## config.mk

```make
export PLATFORM = sky130hd
export DESIGN_NAME = reg_dump_reader
export DESIGN_NICKNAME = d
export VERILOG_FILES = /design/src/rtl/reg_dump_reader.sv
export SDC_FILE = /design/constraint.sdc
export NUM_CORES = 1
export LEC_CHECK = 0
export ABC_AREA = 1
export CAP_MARGIN = 20
export CORE_ASPECT_RATIO = 0.5
export CORE_MARGIN = 2
export CORE_UTILIZATION = 47
export CTS_CLUSTER_DIAMETER = 30
export CTS_CLUSTER_SIZE = 30
export DETAILED_ROUTE_END_ITERATION = 12
export PLACE_DENSITY = 0.8
export SLEW_MARGIN = 20
export SYNTH_ARGS = -nofsm -noshare
export SYNTH_HDL_FRONTEND = slang
export SYNTH_SLANG_ARGS = --single-unit
```

## constraint.sdc

```tcl
create_clock -name clk -period 3.2 [get_ports clk]
set_input_delay 0.32 -clock clk [delete_from_list [all_inputs] [get_ports clk]]
set_output_delay 0.32 -clock clk [all_outputs]
set_load 0.02 [all_outputs]
```

## src/rtl/reg_dump_reader.sv

```systemverilog
// ============================================================================
// Module      : reg_dump_reader
// Description : Walks a register-file read port over [START_IDX..END_IDX]
//               and streams each word out through a valid/ready handshake.
// Revision    : 1.0 - initial release
// ============================================================================
`default_nettype none

module reg_dump_reader #(
  parameter int START_IDX = 0,
  parameter int END_IDX   = 31
) (
  input  logic        clk,
  input  logic        rst,
  input  logic        start,
  input  logic        abort,
  output logic [4:0]  RA,
  input  logic [31:0] RD,
  output logic        out_valid,
  input  logic        out_ready,
  output logic [31:0] out_data,
  output logic [4:0]  out_idx,
  output logic        busy,
  output logic        done,
  output logic [31:0] checksum
);

  localparam logic [4:0] c_start_idx = 5'(START_IDX);
  localparam logic [4:0] c_end_idx   = 5'(END_IDX);

  typedef enum logic [1:0] {
    S_IDLE  = 2'd0,
    S_FETCH = 2'd1,
    S_SEND  = 2'd2,
    S_DONE  = 2'd3
  } state_t;

  state_t      r_state;
  logic [4:0]  r_idx;
  logic        r_out_valid;
  logic [31:0] r_out_data;
  logic [4:0]  r_out_idx;
  logic        r_busy;
  logic        r_done;
  logic [31:0] r_checksum;

  // The read address comes straight from the index register, never from start.
  assign RA        = r_idx;
  assign out_valid = r_out_valid;
  assign out_data  = r_out_data;
  assign out_idx   = r_out_idx;
  assign busy      = r_busy;
  assign done      = r_done;
  assign checksum  = r_checksum;

  always_ff @(posedge clk or posedge rst) begin
    if (rst) begin
      r_state     <= S_IDLE;
      r_idx       <= 5'd0;
      r_out_valid <= 1'b0;
      r_out_data  <= 32'd0;
      r_out_idx   <= 5'd0;
      r_busy      <= 1'b0;
      r_done      <= 1'b0;
      r_checksum  <= 32'd0;
    end else begin
      r_done <= 1'b0;
      case (r_state)
        S_IDLE: begin
          if (start) begin
            r_idx      <= c_start_idx;
            r_checksum <= 32'd0;
            r_busy     <= 1'b1;
            r_state    <= S_FETCH;
          end
        end
        S_FETCH: begin
          if (abort) begin
            r_out_valid <= 1'b0;
            r_busy      <= 1'b0;
            r_state     <= S_IDLE;
          end else begin
            r_out_data  <= RD;
            r_out_idx   <= r_idx;
            r_out_valid <= 1'b1;
            r_state     <= S_SEND;
          end
        end
        S_SEND: begin
          // Abort wins over a handshake in the same cycle; checksum keeps its partial value.
          if (abort) begin
            r_out_valid <= 1'b0;
            r_busy      <= 1'b0;
            r_state     <= S_IDLE;
          end else if (r_out_valid && out_ready) begin
            r_checksum  <= r_checksum ^ r_out_data;
            r_out_valid <= 1'b0;
            if (r_idx == c_end_idx) begin
              r_done  <= 1'b1;
              r_state <= S_DONE;
            end else begin
              r_idx   <= r_idx + 5'd1;
              r_state <= S_FETCH;
            end
          end
        end
        S_DONE: begin
          r_busy  <= 1'b0;
          r_state <= S_IDLE;
        end
        default: begin
          r_out_valid <= 1'b0;
          r_busy      <= 1'b0;
          r_state     <= S_IDLE;
        end
      endcase
    end
  end

endmodule

`default_nettype wire

```

# Word-level counts from Yosys, hierarchy flattened
# Cells that the tools add are included.
[totals] regBits=79 latchBits=0 ram_bits=0 romBits=0 input_bits=37 out_inout_bits=77 word_cells=58 n_memories=0
[classes] n_addsub=1 mul=0 div=0 magnitude_cmp=0 eq_ne=10 n_shift=0 mux=26 bitwise_logic=2 n_reduce_logical=11
[op_table] op="$mux 32" n=3
[op_table] op="$pmux 32 s2" n=1
[op_table] op="$xor 32x32->32" n=1
[op_table] op="$mux 5" n=4
[op_table] op="$mux 2" n=5
[op_table] op="$pmux 5 s2" n=1
[op_table] op="$mux 1" n=9
[op_table] op="$ne 2x2->1 const B" n=4
[op_table] op="$pmux 2 s4" n=1
[op_table] op="$reduce_and 2->1" n=4
[op_table] op="$add 5x1->5 const B" n=1
[op_table] op="$eq 5x5->1 const B" n=1
[op_table] op="$reduce_and 5->1" n=1
[op_table] op="$eq 2x2->1 const B" n=2
[op_table] op="$reduce_and 4->1" n=1
[op_table] op="$reduce_bool 2->1" n=2
[op_table] op="$ne 3x3->1 const B" n=1
[op_table] op="$pmux 1 s3" n=1
[op_table] op="$eq 2x1->1 const B" n=1
[op_table] op="$logic_not 2->1" n=1
[op_table] op="$ne 2x1->1 const B" n=1
[op_table] op="$pmux 1 s2" n=1
[op_table] op="$reduce_or 2->1" n=1
[op_table] op="$logic_and 1x1->1" n=1
[op_table] op="$not 1->1" n=1

# Depth between registers and ports, before layout
# Gate-level depths: netlist (run 1).
[depth] depth_word=5 ltp_mapped=10 depth_no_buf=10

# Worst setup path after synthesis (run 1)
# OpenSTA, ideal clock, no wires.
[synth_path] path_type="register to register" from="reg r_idx[0] (netlist: RA[0])" to="reg r_idx[1] (netlist: RA[1])" setup_ns=0.118 t_arrival_ns=1.470 t_required_ns=3.082 setup_slack_ns=1.612 stages_incl_launch_ff=11 n_path_buf=0 period_less_slack_ns=1.588 path_cell_list="dfrtp_1 -> ha_1 -> nand2_1 -> nor2_1 -> ha_1 -> nor2_1 -> nand2_1 -> nand2_1 -> nand2_1 -> nand2_1 -> nand2_1"
[synth_via] elab_chain_len=5 elab_cells_between_ends=8 cone_classes="1 x add/sub; 2 x eq/ne; 4 x mux; 1 x reduce/logical"
[synth_lines] item="start: declaration" line_no="39" rtl="logic [4:0] r_idx;"
[synth_lines] item="start signal: assignment" line_no="71" rtl="r_idx <= c_start_idx;"
[synth_lines] item="start signal: assignment" line_no="102" rtl="r_idx <= r_idx + 5'd1;"
[synth_lines] item="$add 5x1->5" line_no="102"
[synth_lines] item="$mux 5" line_no="98" rtl="if (r_idx == c_end_idx) begin"
[synth_lines] item="$mux 5" line_no="95" rtl="end else if (r_out_valid && out_ready) begin"
[synth_lines] item="$mux 5" line_no="91" rtl="if (abort) begin"
[synth_lines] item="$pmux 5 s2" line_no="68" rtl="case (r_state)"
# Several ways; a longest one is shown, not always the timed one. The select of a mux whose other input is x is not followed.
# A chain may end at the register's enable or synchronous reset.

# Worst setup path in the final report (run 1)
[layout_path] from="reg r_state[0]" to="reg r_checksum[21] (netlist: checksum[21])"
[layout_via] elab_chain_len=3 elab_cells_between_ends=8 cone_classes="4 x eq/ne; 1 x mux; 3 x reduce/logical"
[layout_lines] item="start: declaration" line_no="38" rtl="state_t r_state;"
[layout_lines] item="start signal: assignment" line_no="58" rtl="r_state <= S_IDLE;"
[layout_lines] item="start signal: assignment" line_no="74" rtl="r_state <= S_FETCH;"
[layout_lines] item="start signal: assignment" line_no="81" rtl="r_state <= S_IDLE;"
[layout_lines] item="$eq 2x2->1 / $logic_not 2->1 (equally long branches)" line_no="68"
[layout_lines] item="$ne 2x2->1 (no source line) / $reduce_bool 2->1 (equally long branches)"
[layout_lines] item="$reduce_and 4->1 (no source line)"
[layout_lines] item="end signal: assignment" line_no="96" rtl="r_checksum <= r_checksum ^ r_out_data;"
[layout_lines] item="end: declaration" line_no="45" rtl="logic [31:0] r_checksum;"
# Several ways; a longest one is shown, not always the timed one.

==> impl_metrics.yaml, run 1 <==
synthesis:
  synthesis.area_um2: 3760
  postSynthCellCount: 360
  muxShareOfSynthArea_pct: 11.5
  combinational_family_with_the_most_area_after_synthesis: "simple AND/OR/NAND/NOR gates"
  mappedNetlistNets: 402
  synth.ff_latch_count: 79
  post_synth.cell_area_avg_um2: 10.5
  post_synth_num_cell_types: 22
  synthesis.yosys.warnings: 0
  post_synthesis_compound_gate_area_fraction_pct: 8.67
  yosys.area_share.adder_pct: 1.66
  synth_simple_gate_area_share_pct: 21.3
  synth-xor-area-share_pct: 0
  seq_area_frac_synth_pct: 52.5
worst_setup_path:
  crit_path_start_kind: "flop"
  timing.critical_path.from: "r_state[0]$_DFFE_PP0P_"
  timing.critical_path.to_type: "flop"
  cp.required_ns: 3.46
  arrival_ns: 2.44
  path_class: "reg -> reg"
  reg2regPathDepth: 9
  reg2reg_setup_slack_ns: 1.03
  worst_r2r_endpoint: "checksum[21]$_DFFE_PP0P_"
  critical_path.max_fanout: 33
  r2r_start: "r_state[0]$_DFFE_PP0P_"
layout:
  seqCellArea_um2: 1980
  multiInputGateArea_um2: 1620
  flow.area_growth_from_synthesis_pct: 40.8
  diodes: 0
  design.final.nets: 518
  final_layout_size_suffix_gt1_share_pct: 20.0
  n_fill_cell: 633
  design_area_um2: 5300
place:
  dpl-instance-area_um2: 4970
  post-dp-hpwl_mm: 5.65
  gp_routability_congestion: 0.814
  placement.io_buffers: 113
cts:
  path_clk_slew_ns: 0.06
  cts_tree: "built"
  cts_made_buffers: 9
  cts.repair.resized: 0
  post_cts_buffers: 0
  cts-root-to-sink-buffers: 2
  worstSkewPairLatency_ns: 0.33
  hold_buffers: 0
  htreeDepth: 3
  cts.sinks: 79
  ctsRootBufferMaster: "sky130_fd_sc_hd__clkbuf_16"
floorplan:
  dieHeight_um: 67.3
  floorplan.die_area_um2: 8790
  floorplan.initialDensity_pct: 47.7
  die_w_um: 131
  num_rows: 23
  core-area_um2: 7890
  number_of_i_o_pins: 114
drt:
  initialDrtViolationCount: 201
  vias: 2865
  route.detailed.drc: 0
  iteration_count_of_the_initial_detailed_routing_pass: 4
  route.final.wire_length_mm: 8.12
  avgViaCountPerCell: 4.83
  antenna_left: 0
  detail_route.wl_per_cell_um: 13.7
grt:
  grt_max_degree: 34
  grt.overflow.total: 0
  grt.total_usage_pct: 19.7
  first_global_vias: 2721
  grt_antenna_before_repair: 0
  wire_length_of_the_first_global_routing_pass_mm: 13.2
sta:
  skew_ns: 0.00418
  clock.fmax_mhz: 460
  slew_viol_final: 0
  grt_setup_unrepaired: "no"
  setup_tns_ns: 0
  setup_viol_count_final: 0
  worst-slew-pin-transition_ns: 0.504
  timing.final.hold_violations: 0
  timing.final.crit_share_pct: 67.9
  layout_min_cycle_time_ns: 2.17
  max_slew_margin_pct: 66.4
power:
  ir_worst_vdd_v: 0.000591
  internal_power_mw: 3.43
  p_sw_share_pct: 39.1
  power.sequential.fraction_pct: 32.1
  share_comb_of_total_power_pct: 48.5
  clock_share_of_power_pct: 19.4
  power_switching_mw: 2.20
  power.density_cell_area_nw_per_um2: 1060
  p_leak_nw: 2.28
job:
  maxCapViolations: 0
status:
  run_status: "finished, final reports clean"
min_path:
  min_path_type: "in -> async"
## state kept, by name, summed over array words and instances, names as in the netlist
signal,cells
r_state,2
out_idx,5
busy,1
checksum,32
out_data,32
RA,5
out_valid,1
done,1
## worst max path at each step
stage / end / slack, ns
after global routing: checksum[27]$_DFFE_PP0P_ / 0.79
after global placement: out_data[4]$_DFFE_PP0P_ / 1.00
after detailed placement: out_data[3]$_DFFE_PP0P_ / 0.99
after CTS: checksum[21]$_DFFE_PP0P_ / 1.01
final: checksum[21]$_DFFE_PP0P_ / 1.03
after floorplan: RA[0]$_DFFE_PP0P_ / 0.86
## cells by family after synthesis
family                     count (synthesis)
adders and majority gates                  5
AOI/OAI and AO/OA                         40
buffers and inverters                     25
DFF                                       79
and+or+nand+nor                          175
muxes                                     36
## cells in the mapped netlist (all sizes together)
cell    instances  share of area (%)
a22oi           1               0.20
a21oi           3               0.40
ha              5                1.7
nor2           37                3.7
mux2           36                 11
nand3           3               0.40
inv            11                1.1
buf            14                3.3
nand4           3               0.50
dfrtp          79                 53
nand2          98                 10
nand3b         32                6.4
nor3b           1               0.20
o21ai          36                8.1
nor3            1               0.13
## worst max-delay path: stages, from the launching register on
cell and delay [ns]:
sky130_fd_sc_hd__dfrtp_1 0.38, sky130_fd_sc_hd__inv_1 0.10, sky130_fd_sc_hd__ha_1 0.48, sky130_fd_sc_hd__inv_2 0.14, sky130_fd_sc_hd__nand2_1 0.15, sky130_fd_sc_hd__o21ai_2 0.08, sky130_fd_sc_hd__nand2_4 0.34, sky130_fd_sc_hd__buf_4 0.27
sky130_fd_sc_hd__nand2_1 0.08, sky130_fd_sc_hd__o21ai_2 0.06
## routing by layer
metal | track usage (%) | share of wire (%)
met5 | 0 | 0
met3 | 6.10 | 4.6
met2 | 33.9 | 51
met1 | 24.6 | 44
met4 | 4.79 | 0.91
## final cells by class
class / count / share of cell area (%)
Clock buffer: 14 / 5.55
Clock inverter: 2 / 0.661
Inverter: 11 / 0.802
Multi-Input combinational cell: 256 / 30.6
Sequential cell: 79 / 37.3
Tap cell: 112 / 2.64
Timing Repair Buffer: 119 / 22.4
## placed cells by master, fill, tap and decap left out
cell / n
sky130_fd_sc_hd__a21oi_1: 3
sky130_fd_sc_hd__clkbuf_8: 5
sky130_fd_sc_hd__bufinv_16: 1
sky130_fd_sc_hd__mux2_2: 29
sky130_fd_sc_hd__mux2_4: 7
sky130_fd_sc_hd__buf_4: 5
sky130_fd_sc_hd__buf_12: 1
sky130_fd_sc_hd__dfrtp_1: 79
sky130_fd_sc_hd__o21ai_0: 3
sky130_fd_sc_hd__o21ai_2: 33
sky130_fd_sc_hd__inv_1: 8
sky130_fd_sc_hd__nor3_1: 1
sky130_fd_sc_hd__nand4_1: 3
sky130_fd_sc_hd__ha_1: 5
sky130_fd_sc_hd__nand2_4: 1
sky130_fd_sc_hd__clkdlybuf4s50_1: 113
sky130_fd_sc_hd__nand2_1: 96
sky130_fd_sc_hd__nand3b_1: 32
sky130_fd_sc_hd__clkinv_2: 2
sky130_fd_sc_hd__nand2_2: 1
sky130_fd_sc_hd__inv_2: 2
sky130_fd_sc_hd__a22oi_1: 1
sky130_fd_sc_hd__nor3b_1: 1
sky130_fd_sc_hd__clkbuf_16: 9
sky130_fd_sc_hd__nand3_1: 3
sky130_fd_sc_hd__nor2_1: 37
## stage by stage
stage,worst slack (ns),hold slack (ns),utilization (%),power (mW),std cells
finish,1.03,0.307,67.2,5.62,593
global route,0.789,0.360,67.2,5.97,593
CTS,1.01,0.320,67.2,5.68,593
detailed placement,0.991,0.502,63.1,4.56,577
global placement,1.00,0.498,63.1,4.51,577
floorplan,0.857,0.469,-,3.55,360
## power by group through the flow
stage	Clock, mW	Combinational [mW]	Sequential, mW
after floorplan	0	1.34	2.21
after global placement	0	2.71	1.80
after detailed placement	0	2.74	1.82
after CTS	1.12	2.76	1.81
after global routing	1.16	2.93	1.88
final	1.09	2.72	1.81
(Power assumes the default switching activity.)
==> run 2, diff against run 1 <==
Clock period 3.2 ns to 2.2 ns, I/O delays scaled along.
==> run 2 against run 1 <==
  * Worst hold slack worse by 0.023 ns
  * Clock power grew 19%
  * Sequential power is 44% higher
  * Critical endpoint is now checksum[20]$_DFFE_PP0P_
  * Largest power group unchanged
  * Highest routed layer unchanged
==> impl_metrics.yaml, run 2 (same netlist as run 1, synthesis figures left out) <==
status:
  run_status: "finished, final reports clean"
layout:
  postLayoutCoreUtil_pct: 67.0
  final_layout_size_suffix_gt1_share_pct: 19.4
  layout.cells.most_common: "sky130_fd_sc_hd__clkdlybuf4s50_1"
  n_fill_cell: 656
  flow.area_growth_from_synthesis_pct: 40.3
  diodes: 0
  highest_count_cells_in_the_layout_ignoring_fill_and_taps: "sky130_fd_sc_hd__clkdlybuf4s50_1 (113), sky130_fd_sc_hd__nand2_1 (96), sky130_fd_sc_hd__dfrtp_1 (79), sky130_fd_sc_hd__nor2_1 (37), sky130_fd_sc_hd__o21ai_2 (33)"
  design.final.nets: 522
worst_setup_path:
  critical_path.max_fanout: 18
  crit_path_start_kind: "flop"
  timing.critical_path.to_type: "flop"
  path_class: "reg -> reg"
  cp.required_ns: 2.46
  arrival_ns: 1.99
sta:
  grt_setup_unrepaired: "no"
  max_slew_margin_pct: 63.8
  setup_viol_count_final: 0
  clock.fmax_mhz: 577
  slew_viol_final: 0
  fin_hold_ws_ns: 0.285
  setup_tns_ns: 0
  timing.final.hold_violations: 0
  layout_min_cycle_time_ns: 1.73
  timing.final.crit_share_pct: 78.8
  skew_ns: 0.00645
  fin_ws_ns: 0.467
  worst-slew-pin-transition_ns: 0.542
drt:
  route.detailed.drc: 0
  vias: 2894
  avgViaCountPerCell: 4.85
  antenna_left: 0
  iteration_count_of_the_initial_detailed_routing_pass: 4
  route.final.wire_length_mm: 8.15
  initialDrtViolationCount: 165
  detail_route.wl_per_cell_um: 13.7
power:
  internal_power_mw: 4.77
  p_leak_nw: 2.26
  power_switching_mw: 3.21
  power.density_cell_area_nw_per_um2: 1510
  ir_worst_vdd_v: 0.000621
  p_sw_share_pct: 40.2
  power.sequential.fraction_pct: 32.7
  clock_share_of_power_pct: 16.3
  share_comb_of_total_power_pct: 51.0
  design_power_total_mw: 7.97
floorplan:
  number_of_i_o_pins: 114
  dieHeight_um: 67.3
  floorplan.initialDensity_pct: 47.7
  floorplan.die_area_um2: 8790
  core-area_um2: 7890
  die_w_um: 131
  num_rows: 23
cts:
  hold_buffers: 0
  cts.sinks: 79
  htreeDepth: 3
  cts_made_buffers: 9
  worstSkewPairLatency_ns: 0.33
  cts_tree: "built"
  path_clk_slew_ns: 0.06
  ctsRootBufferMaster: "sky130_fd_sc_hd__clkbuf_16"
  cts.repair.resized: 0
  post_cts_buffers: 0
  cts-root-to-sink-buffers: 2
grt:
  grt.overflow.total: 0
  grt.total_usage_pct: 19.6
  wire_length_of_the_first_global_routing_pass_mm: 13.0
  first_global_vias: 2611
  grt_max_degree: 39
  grt_antenna_before_repair: 0
place:
  placement.io_buffers: 113
  post-dp-hpwl_mm: 5.67
  gp_routability_congestion: 0.830
  dpl_worst_slack_ns: 0.446
job:
  maxCapViolations: 0
min_path:
  min_path_type: "in -> async"
==> run 2: path summary, 6_finish.rpt <==
path                                             start                       end  slack (ns)  cells after the start
worst max-delay path            r_state[0]$_DFFE_PP0P_  checksum[20]$_DFFE_PP0P_        0.47                      9
worst min-delay path                               rst  out_data[11]$_DFFE_PP0P_        0.28                      2
worst max register to register  r_state[0]$_DFFE_PP0P_  checksum[20]$_DFFE_PP0P_        0.47                      9
worst min register to register  out_idx[0]$_DFFE_PP0P_    out_idx[0]$_DFFE_PP0P_        0.51                      1
max in group asynchronous                          rst    out_idx[0]$_DFFE_PP0P_        1.35                      3
min in group clk                                RD[13]  out_data[13]$_DFFE_PP0P_        0.50                      2
==> run 2: metrics by stage <==
step	cells	area (um2)
detailed placement	581	5030
floorplan	360	3770
global route	597	5280
global placement	581	5030
finish	597	5280
CTS	597	5280
==> run 2: layout make-up <==
cell class / instances / area (um2) / share of cell area, %
clock buffers: 15 / 248 / 4.69
clock inverters: 1 / 5.00 / 0.0947
inverters: 11 / 45.0 / 0.853
multi-input cells: 256 / 1620 / 30.7
flip-flops and latches: 79 / 1980 / 37.4
well taps: 112 / 140 / 2.65
repair buffers: 123 / 1240 / 23.5
==> run 2: power groups by stage <==
stage	combinational (mW)	clock, mW	sequential (mW)
after floorplan	1.95	0	3.22
after global placement	4.02	0	2.60
after detailed placement	4.09	0	2.62
after CTS	4.12	1.34	2.61
after global routing	4.38	1.41	2.70
final	4.06	1.30	2.60
==> run 2: metal layers <==
layer	vias to the layer above	routed length (um)	track usage [%]
li1	1437	-	-
met1	1401	3650	25.1
met2	49	4110	32.4
met3	7	311	5.78
met4	0	84	6.38
met5	-	0	0
==> run 2: worst max-delay path: stages (launching register included) <==
cell                      delay, ns
sky130_fd_sc_hd__dfrtp_1       0.38
sky130_fd_sc_hd__inv_1         0.10
sky130_fd_sc_hd__ha_1          0.27
sky130_fd_sc_hd__inv_2         0.10
sky130_fd_sc_hd__nand2_1       0.12
sky130_fd_sc_hd__o21ai_2       0.08
sky130_fd_sc_hd__nand2_4       0.21
sky130_fd_sc_hd__buf_4         0.26
sky130_fd_sc_hd__nand2_1       0.08
sky130_fd_sc_hd__o21ai_2       0.05
==> run 3, diff against run 2 <==
Clock period 2.2 ns to 1.7 ns, I/O delays scaled along.
==> run 3 against run 2 <==
  * Sequential share of layout area fell by 0.83 points
  * Clock skew down 0.0032 ns
  * Power rose by 38%
  * Largest cell class unchanged
==> impl_metrics.yaml, run 3 (same netlist as run 1, synthesis figures left out) <==
status:
  run_status: "finished, final reports clean"
sta:
  slew_viol_final: 0
  setup_viol_count_final: 0
  timing.final.crit_share_pct: 94.4
  layout_min_cycle_time_ns: 1.60
  timing.final.hold_violations: 0
  setup_tns_ns: 0
  skew_ns: 0.00325
  max_slew_margin_pct: 70.9
  clock.fmax_mhz: 623
  grt_setup_unrepaired: "no"
  worst-slew-pin-transition_ns: 0.437
drt:
  route.final.wire_length_mm: 8.44
  detail_route.wl_per_cell_um: 14.1
  route.detailed.drc: 0
  avgViaCountPerCell: 4.92
  iteration_count_of_the_initial_detailed_routing_pass: 4
  vias: 2940
  initialDrtViolationCount: 228
  antenna_left: 0
floorplan:
  number_of_i_o_pins: 114
  die_w_um: 131
  floorplan.initialDensity_pct: 47.7
  dieHeight_um: 67.3
  floorplan.die_area_um2: 8790
  num_rows: 23
  core-area_um2: 7890
cts:
  cts_made_buffers: 9
  cts-root-to-sink-buffers: 2
  post_cts_buffers: 0
  htreeDepth: 3
  hold_buffers: 0
  worstSkewPairLatency_ns: 0.34
  cts.sinks: 79
  cts_tree: "built"
  path_clk_slew_ns: 0.06
  ctsRootBufferMaster: "sky130_fd_sc_hd__clkbuf_16"
  cts.repair.resized: 0
worst_setup_path:
  crit_slowest_cell: "sky130_fd_sc_hd__clkdlybuf4s50_1"
  crit_path_start_kind: "flop"
  path_class: "reg -> out"
  cp_cell_sequence: "buf_4 > clkdlybuf4s50_1"
  cp.required_ns: 1.53
  critical_path.max_fanout: 6
  crit_family: "buffers and inverters"
  timing.critical_path.to_type: "output port"
  timing.critical_path.buf_inv: 2
  worst_path_largest_cell_delay_ns: 0.61
  arrival_ns: 1.43
layout:
  final_layout_size_suffix_gt1_share_pct: 21.4
  n_fill_cell: 613
  design_area_um2: 5400
  flow.area_growth_from_synthesis_pct: 43.5
  postLayoutCoreUtil_pct: 68.5
  layout.cells.most_common: "sky130_fd_sc_hd__clkdlybuf4s50_1"
  diodes: 0
  design.final.nets: 522
  highest_count_cells_in_the_layout_ignoring_fill_and_taps: "sky130_fd_sc_hd__clkdlybuf4s50_1 (113), sky130_fd_sc_hd__nand2_1 (95), sky130_fd_sc_hd__dfrtp_1 (79), sky130_fd_sc_hd__nor2_1 (37), sky130_fd_sc_hd__o21ai_2 (33)"
grt:
  wire_length_of_the_first_global_routing_pass_mm: 13.9
  grt_max_degree: 80
  grt_antenna_before_repair: 0
  first_global_vias: 2802
  grt.overflow.total: 0
  grt.total_usage_pct: 20.6
job:
  maxCapViolations: 0
place:
  placement.io_buffers: 113
  dpl-instance-area_um2: 5050
  post-dp-hpwl_mm: 5.69
  gp_routability_congestion: 0.837
power:
  p_leak_nw: 2.30
  power.density_cell_area_nw_per_um2: 2040
  ir_worst_vdd_v: 0.00138
  design_power_total_mw: 11.0
min_path:
  min_path_type: "in -> async"
==> run 3: metal layers <==
layer / global-route usage, % / part of all wire, % / wire length, um / up-vias
li1: - / - / - / 1441
met1: 26.8 / 44 / 3750 / 1434
met2: 34.0 / 51 / 4300 / 54
met3: 5.47 / 3.3 / 280 / 11
met4: 7.31 / 1.2 / 100 / 0
met5: 0 / 0 / 0 / -
==> run 3: stage by stage <==
step                std cells  hold slack, ns  setup WS [ns]
floorplan                 360           0.319          0.112
global placement          581           0.466          0.156
detailed placement        581           0.481         0.0924
CTS                       597           0.353         0.0803
global route              597           0.360        0.00680
finish                    597           0.305         0.0960
==> run 3: where the power goes <==
group	switching [mW]	internal, mW
Sequential	0.746	2.63
Combinational	2.80	2.70
Clock	0.760	1.36
Total	4.31	6.69
==> run 3: layout make-up <==
class | count | area (um2) | share of cell area, %
clock buffer | 11 | 253 | 4.68
clock inverter | 5 | 80.1 | 1.48
inverter | 11 | 45.0 | 0.834
multi-input combinational | 256 | 1640 | 30.3
sequential | 79 | 1980 | 36.6
tap | 112 | 140 | 2.59
timing repair buffer | 123 | 1270 | 23.5
==> run 3: worst register-to-register path, stage by stage, from the launching register on <==
cell                      delay, ns
sky130_fd_sc_hd__dfrtp_1       0.41
sky130_fd_sc_hd__inv_1         0.09
sky130_fd_sc_hd__ha_1          0.22
sky130_fd_sc_hd__nand2_1       0.10
sky130_fd_sc_hd__nand2_1       0.09
sky130_fd_sc_hd__inv_2         0.12
sky130_fd_sc_hd__nand2_4       0.10
sky130_fd_sc_hd__buf_12        0.18
sky130_fd_sc_hd__nand2_1       0.09
sky130_fd_sc_hd__o21ai_2       0.05
==> run 3: worst paths after layout <==
kind | startpoint | to | slack [ns] | cells after the start
min in group clk | RD[3] | out_data[3]$_DFFE_PP0P_ | 0.45 | 2
max in group asynchronous | rst | RA[4]$_DFFE_PP0P_ | 1.03 | 3
min reg2reg | out_idx[1]$_DFFE_PP0P_ | out_idx[1]$_DFFE_PP0P_ | 0.51 | 1
max reg2reg | r_state[1]$_DFFE_PP0P_ | checksum[13]$_DFFE_PP0P_ | 0.14 | 9
min | rst | out_data[9]$_DFFE_PP0P_ | 0.31 | 3
max | RA[0]$_DFFE_PP0P_ | RA[0] | 0.1 | 2
